[src/rtl/calculation_unit_exponent_arbiter.sv]
// calculation_unit_exponent_arbiter
//   Round-robin arbiter that shares one exponent-difference stage between
//   NUM_REQ requesters (e.g. add/sub alignment and compare paths). The
//   winner's sign-extended difference a-b is registered together with the
//   winner's index. The result is held under downstream backpressure.
//
//   Optional build macro CALCULATION_UNIT_EXPONENT_ARBITER_STALL_COUNTER_EN
//   adds a saturating 16-bit count of stalled cycles (stall_count).
//
// Ports
//   clk, reset          clock, async active-high reset
//   req_valid/req_ready per-requester handshake (req_ready at most one-hot)
//   req_exponent_a/b    packed 8-bit exponents, requester i at [8i+7:8i]
//   result_valid/ready  output handshake
//   result_difference   10-bit ext(a)-ext(b), modulo 2^10
//   result_negative     result_difference[9]
//   result_id           index of the requester that produced the result
//   stall_count         (optional) cycles with result_valid & !result_ready

// Per-lane difference: sign-extend both exponents to 10 bits and subtract.
module calculation_unit_exponent_arbiter_lane (
  input  logic [7:0] exp_a_i,
  input  logic [7:0] exp_b_i,
  output logic [9:0] diff_o
);
  logic [9:0] ext_a, ext_b;
  assign ext_a  = {{2{exp_a_i[7]}}, exp_a_i};
  assign ext_b  = {{2{exp_b_i[7]}}, exp_b_i};
  assign diff_o = ext_a - ext_b;
endmodule

module calculation_unit_exponent_arbiter #(
  parameter int NUM_REQ  = 2,
  parameter int ID_WIDTH = $clog2(NUM_REQ)
) (
  input  logic                  clk,
  input  logic                  reset,
  input  logic [NUM_REQ-1:0]    req_valid,
  output logic [NUM_REQ-1:0]    req_ready,
  input  logic [NUM_REQ*8-1:0]  req_exponent_a,
  input  logic [NUM_REQ*8-1:0]  req_exponent_b,
  output logic                  result_valid,
  input  logic                  result_ready,
  output logic [9:0]            result_difference,
  output logic                  result_negative,
  output logic [ID_WIDTH-1:0]   result_id
`ifdef CALCULATION_UNIT_EXPONENT_ARBITER_STALL_COUNTER_EN
  ,
  output logic [15:0]           stall_count
`endif
);

  // Every lane computes its difference in parallel; the grant only picks one.
  logic [NUM_REQ-1:0][9:0] lane_diff;

  for (genvar i = 0; i < NUM_REQ; i++) begin : g_lane
    calculation_unit_exponent_arbiter_lane u_lane (
      .exp_a_i (req_exponent_a[8*i +: 8]),
      .exp_b_i (req_exponent_b[8*i +: 8]),
      .diff_o  (lane_diff[i])
    );
  end

  logic                valid_q;
  logic [9:0]          diff_q;
  logic [ID_WIDTH-1:0] id_q;
  logic [ID_WIDTH-1:0] rr_ptr_q, rr_ptr_d;

  logic [NUM_REQ-1:0]  grant;
  logic [ID_WIDTH-1:0] gnt_idx;
  logic                gnt_found;
  logic                can_accept;
  logic                xfer;

  // Rotating priority: first valid requester at or after rr_ptr wins.
  always_comb begin
    int j;
    logic [ID_WIDTH-1:0] idx;
    grant     = '0;
    gnt_idx   = '0;
    gnt_found = 1'b0;
    j         = 0;
    idx       = '0;
    for (int k = 0; k < NUM_REQ; k++) begin
      j = int'(rr_ptr_q) + k;
      if (j >= NUM_REQ) j = j - NUM_REQ;
      idx = ID_WIDTH'(j);
      if (!gnt_found && req_valid[idx]) begin
        gnt_found  = 1'b1;
        gnt_idx    = idx;
        grant[idx] = 1'b1;
      end
    end
  end

  assign can_accept = !valid_q || result_ready;
  assign xfer       = can_accept && gnt_found;
  assign req_ready  = (reset || !can_accept) ? '0 : grant;
  assign rr_ptr_d   = (gnt_idx == ID_WIDTH'(NUM_REQ - 1)) ? '0 : gnt_idx + 1'b1;

  always_ff @(posedge clk or posedge reset) begin
    if (reset) begin
      valid_q  <= 1'b0;
      diff_q   <= '0;
      id_q     <= '0;
      rr_ptr_q <= '0;
    end else if (xfer) begin
      valid_q  <= 1'b1;
      diff_q   <= lane_diff[gnt_idx];
      id_q     <= gnt_idx;
      rr_ptr_q <= rr_ptr_d;
    end else if (result_ready) begin
      // Drain: data registers keep their last value.
      valid_q  <= 1'b0;
    end
  end

  assign result_valid      = valid_q;
  assign result_difference = diff_q;
  assign result_negative   = diff_q[9];
  assign result_id         = id_q;

`ifdef CALCULATION_UNIT_EXPONENT_ARBITER_STALL_COUNTER_EN
  logic [15:0] stall_cnt_q;

  always_ff @(posedge clk or posedge reset) begin
    if (reset) begin
      stall_cnt_q <= '0;
    end else if (valid_q && !result_ready && (stall_cnt_q != 16'hFFFF)) begin
      stall_cnt_q <= stall_cnt_q + 16'd1;
    end
  end

  assign stall_count = stall_cnt_q;
`endif

endmodule
[config.mk]
export PLATFORM = sky130hd
export DESIGN_NAME = calculation_unit_exponent_arbiter
export DESIGN_NICKNAME = d
export VERILOG_FILES = /design/src/rtl/calculation_unit_exponent_arbiter.sv
export SDC_FILE = /design/constraint.sdc
export NUM_CORES = 1
export LEC_CHECK = 0
export ABC_CLOCK_PERIOD_IN_PS = 2300
export BUFFER_PORTS_ARGS = -buffer_cell sky130_fd_sc_hd__buf_2
export CAP_MARGIN = 20
export CORE_UTILIZATION = 51
export DETAILED_ROUTE_END_ITERATION = 7
export GPL_ROUTABILITY_DRIVEN = 0
export PLACE_DENSITY_LB_ADDON = 0.08
export SETUP_SLACK_MARGIN = 0.3
export SYNTH_ARGS = -nofsm -noshare
export SYNTH_HDL_FRONTEND = slang
export SYNTH_SLANG_ARGS = --single-unit
[constraint.sdc]
create_clock -name clk -period 2.3 [get_ports clk]
set_input_delay 0.23 -clock clk [delete_from_list [all_inputs] [get_ports clk]]
set_output_delay 0.23 -clock clk [all_outputs]
set_load 0.01 [all_outputs]
# Word-level counts from Yosys, hierarchy flattened
# Index checks and enable logic that the tools add are counted.
totals:
  regBits: 13
  in_bits: 37
  word_cells: 50
op_classes:
  addsub: 6
  n_lt_le_gt_ge: 7
  mux: 22
  bitwise: 1
  n_reduce_logical: 10
op_table:
  columns: ["operator", "count"]
  rows:
  - ["$mux W10", 2]
  - ["$sub A8 B8 Y9", 2]
  - ["$mux W1", 15]
  - ["$lt A1 B2 Y1 const B", 3]
  - ["$mux W2", 3]
  - ["$logic_and A1 B1 Y1", 4]
  - ["$logic_not A1 Y1", 3]
  - ["$add A1 B1 Y2 const B", 1]
  - ["$demux W1 S1", 2]
  - ["$ge A1 B1 Y1 const B", 2]
  - ["$ge A1 B2 Y1 const B", 1]
  - ["$ge A2 B2 Y1 const B", 1]
  - ["$logic_or A1 B1 Y1", 2]
  - ["$or A2 B2 Y2", 1]
  - ["$reduce_bool A2 Y1", 1]
  - ["$sub A1 B1 Y1 const B", 2]
  - ["$add A1 B1 Y1 const B", 1]

# Depth between registers and ports, before layout
depth:
  word_depth: 10
  mapped_depth: 9
  depth_no_buf: 9

# By module
# Synthesis repeated with hierarchy kept, for this count alone.
hier_totals:
  cells_unflattened: 170
  area_unflattened_um2: 1428.9
modules_own_cells:
  columns: ["module", "n_inst", "cells_per_inst", "area_per_inst_um2"]
  rows:
  - ["calculation_unit_exponent_arbiter_lane", 2, 60, 404.1]
  - ["calculation_unit_exponent_arbiter", 1, 50, 620.6]

# Least setup slack after synthesis
# No wires, ideal clock.
synth_timing:
  path_type: "input port to flip-flop"
  from: "in req_exponent_a[8]"
  to: "reg diff_q[6], in the netlist result_difference[6]"
  arrival_ns: 1.632
  required_time_ns: 2.173
  setup_slack_ns: 0.541
  stages: 9
  cell_sequence: "inv_1 > ha_1 > inv_1 > fa_1 > a211oi_1 > o21bai_1 > a21oi_1 > xor2_1 > o21ai_1"
synth_via:
  elab_chain_cells: 3
synth_lines:
  columns: ["item", "line", "text"]
  rows:
  - ["start: declaration", "40", "input logic [NUM_REQ*8-1:0] req_exponent_a,"]
  - ["$sub A8 B8 Y9", "29", "assign diff_o = ext_a - ext_b;"]
  - ["$mux W10 (not written as such) (2 in a row)", "109", "diff_q <= lane_diff[gnt_idx];"]
  - ["end signal: assignment", "109", null]
  - ["end: declaration", "65", "logic [9:0] diff_q;"]
# No other way between the ends. The select of a mux whose other input is x is not followed.
# A chain may end at the register's enable or synchronous reset.

# Worst setup path after layout
layout_timing:
  from: "in req_exponent_a[0]"
  to: "reg diff_q[6], in the netlist result_difference[6]"
# Same word-level chain as after synthesis.

==> key figures <==
Critical path
  – Critical path class: primary input to flop
  – R2r setup slk: 0.80 ns
  – Worst R2R End: result_difference[6]
  – Worst r2r src: result_valid
  – Max Fanout on Critical Path: 2
  – CP endpoint: result_difference[6]
  – Worst reg-to-reg path cell count: 5
  – Crit path capture type: flop
  – Crit path top cell by count: inv_1
  – WP data arrival: 1.90 ns
  – Number of cells on the critical path: 10
  – Buffer and inverter count on the worst path: 3
  – Critical path's top delay family: compound AO/OA/AOI/OAI gates
  – CP required: 2.44 ns
  – Crit-path slowest cell: fa_1
  – Crit start category: primary input
  – CP cell instances: buf_2 > inv_1 > ha_1 > inv_1 > fa_1 > a21o_1 > a221oi_2 > xnor2_1 > a22oi_1 > o21ai_1
  – Crit path from: req_exponent_a[0]
  – Slowest stage delay, CP: 0.40 ns

Timing
  – Setup-failing EPs final: 0
  – Min Tclk post-route: 1.76 ns
  – WHS: 0.229 ns
  – Fin. Hold Viols: 0
  – Tcrit/Tclk final: 76.6%
  – Slew Limit Fails: 0
  – Relative slew margins: 61.2%
  – Slew at the pin closest to its max-slew limit: 0.582 ns
  – Setup TNS: 0 ns
  – FMAX: 567 MHz
  – Unrepaired setup endpoints after global routing: no
  – Worst Skew: 0.0125 ns

Global route
  – Initial antenna violation count: 0
  – Global-route wire length before repair: 4.41 mm
  – Grt peak-use layer: met2
  – Gr usage total: 22.4%
  – Largest net degree at the start of global routing: 16
  – GRT met3 Usage: 2.12%
  – Vias in the first global route: 1136
  – Grt total ovfl: 0
  – Met1 Use GR: 25.2%
  – Met2 usage: 43.1%

Yosys
  – Top cells by count, synth: inv_1 (24), ha_1 (16), nand2_1 (13)
  – Synth unique cells: 35
  – Most common cell in the synthesized netlist: inv_1
  – Top cells by area, synth: dfrtp_1 (25%), ha_1 (17%), inv_1 (7.5%)
  – Post-synth EDFFs: 0
  – Synth Instances: 144
  – Synthesized flop and latch total: 12
  – Top flip-flop cell by instance count after synthesis: dfrtp_1
  – Async S/R FF share, synth: 100%
  – Syn Area/Cell: 8.38 um^2
  – Synthesized area: 1210 um^2
  – YS warnings: 0
  – Net Count, Synth: 199
  – Share of the synthesized area in the top cell type: 24.9%
  – Synth area leader: dfrtp_1
  – Register area share after synthesis: 24.9%

Detailed routing
  – Drt drc: 0
  – Routed WL per cell: 11.9 um
  – Post-DRT Antenna Nets: 0
  – Final wirelength: 2.66 mm
  – DRT iter0 DRCs: 22
  – DRT Pass-1 Iters: 4
  – Vias: 1180
  – Vias per Instance: 5.27

Clocking
  – Post-CTS setup buffers: 0
  – Root Buffer: clkbuf_4
  – CTS tree: done
  – H-Tree Depth: 1
  – CTS Buf Count: 3
  – Post_cts resized: 0
  – Clock transition at path regs: 0.06 ns
  – Worst skew pair latency: 0.27 ns
  – Clock Path Buffers: 2
  – CTS sink cnt: 12

Die
  – Initial Util: 54.5%
  – Row cnt: 17
  – Chip width: 50.6 um
  – Ports: 52
  – Core Area: 2210 um^2
  – Die height: 50.6 um
  – Die area: 2560 um^2

Power and ir drop
  – LEAKAGE: 0.865 nW
  – Cell Pwr Density: 513 nW/um^2
  – Worst IR Drop VDD: 320 uV

Place
  – Hpwl dp: 2.27 mm
  – Post-placement cell area: 1480 um^2
  – IO buf count: 51

Final layout
  – Ant diodes: 0
  – Nets: 253
  – P&R area growth vs syn: 25.2%
  – Post-route cell area: 1510 um^2
  – Fraction of layout cells with a size suffix above 1: 29.1%

Hold path
  – Worst Hold Class: primary input to flop

Job
  – Max-cap violations: 0

Run status
  – Outcome: finished, final reports clean
how the worst min path moves through the flow:
stage / startpoint / to / slack [ns] / cells past startpoint
2_1_floorplan: reset / result_difference[0] / 0.09 / 1
3_3_place_gp: reset / result_difference[0] / 0.28 / 2
3_5_place_dp: reset / result_difference[2] / 0.28 / 2
4_1_cts: req_valid[0] / result_valid / 0.23 / 3
5_1_grt: req_valid[0] / result_valid / 0.24 / 3
6_report: req_valid[0] / result_valid / 0.23 / 3
where the power goes:
part           switching (W)  internal, W  total [W]
clock              0.0000648    0.0000604   0.000125
sequential         0.0000250     0.000257   0.000282
combinational       0.000199     0.000169   0.000368
metrics by stage:
stage / std cells / util (%) / setup slack [ns] / total power (W)
final: 224 / 68.3 / 0.538 / 0.000775
after global routing: 224 / 68.3 / 0.391 / 0.000834
after CTS: 224 / 68.3 / 0.530 / 0.000778
after detailed placement: 220 / 66.8 / 0.271 / 0.000653
after global placement: 220 / 66.8 / 0.347 / 0.000640
after floorplan: 144 / - / 0.541 / 0.000531
routing by layer:
metal / vias up / wire length [um]
li1: 609 / -
met5: - / 0
met2: 34 / 1370
met3: 4 / 99
met4: 0 / 27
met1: 533 / 1150
cells in the final DEF (no fill, tap or decap):
master / Yosys / layout
buf_2: 0 / 51
inv_1: 24 / 24
ha_1: 16 / 16
nand2_1: 13 / 13
dfrtp_1: 12 / 12
a21oi_1: 10 / 10
nor2_1: 8 / 8
xor2_1: 6 / 6
a21o_1: 6 / 6
nand2b_1: 4 / 4
o21ai_0: 4 / 4
xnor2_1: 3 / 3
mux2i_1: 3 / 3
a211oi_1: 3 / 3
a31oi_1: 3 / 3
clkbuf_4: 0 / 3
and3_1: 2 / 2
a22oi_1: 2 / 2
nand3b_1: 2 / 2
a221oi_1: 2 / 2
a221oi_2: 2 / 2
o21ai_1: 2 / 2
fa_1: 2 / 2
o21ai_2: 1 / 1
nor3_1: 1 / 1
nand3_1: 1 / 1
o21bai_1: 1 / 1
and2_1: 1 / 1
nand4_1: 1 / 1
a31o_1: 1 / 1
or3_1: 1 / 1
o211ai_1: 1 / 1
o21a_1: 1 / 1
a221o_1: 1 / 1
o221ai_1: 1 / 1
dlygate4sd3_1: 0 / 1
logic make-up (layout without fill, tap and decap cells):
kind of cell               count (synthesis)  count (layout)  share of synthesized area (%)
AOI/OAI and AO/OA                         41              41                           23.9
xor gates and xnor gates                   9               9                           6.54
adders and majority gates                 18              18                           19.9
buffers and inverters                     27              79                           9.02
DFF                                       12              12                           24.9
muxes                                      3               3                           2.49
and+or+nand+nor                           34              34                           13.3
area by class of cell:
type / instances / area [um^2]
Inverter: 24 / 90.1
Multi-Input combinational cell: 105 / 797
Fill cell: 215 / 702
Timing Repair Buffer: 52 / 265
Tap cell: 28 / 35.0
Clock buffer: 3 / 22.5
Sequential cell: 12 / 300
timing repair:
item                                    CTS  global route
endpoints found under the setup margin    0             0
hold buffers                              1             0
endpoints found under the hold margin     6             0
state kept, by name (all words and copies together) (netlist names):
register / count
result_id: 1
result_valid: 1
result_difference: 9
rr_ptr_q: 1
tightest hold or removal path: cells and delay by family:
family                 cells  cell delay, ns
buffers and inverters      1            0.12
AND/OR/NAND/NOR            2            0.10
(Power assumes the default switching activity.)
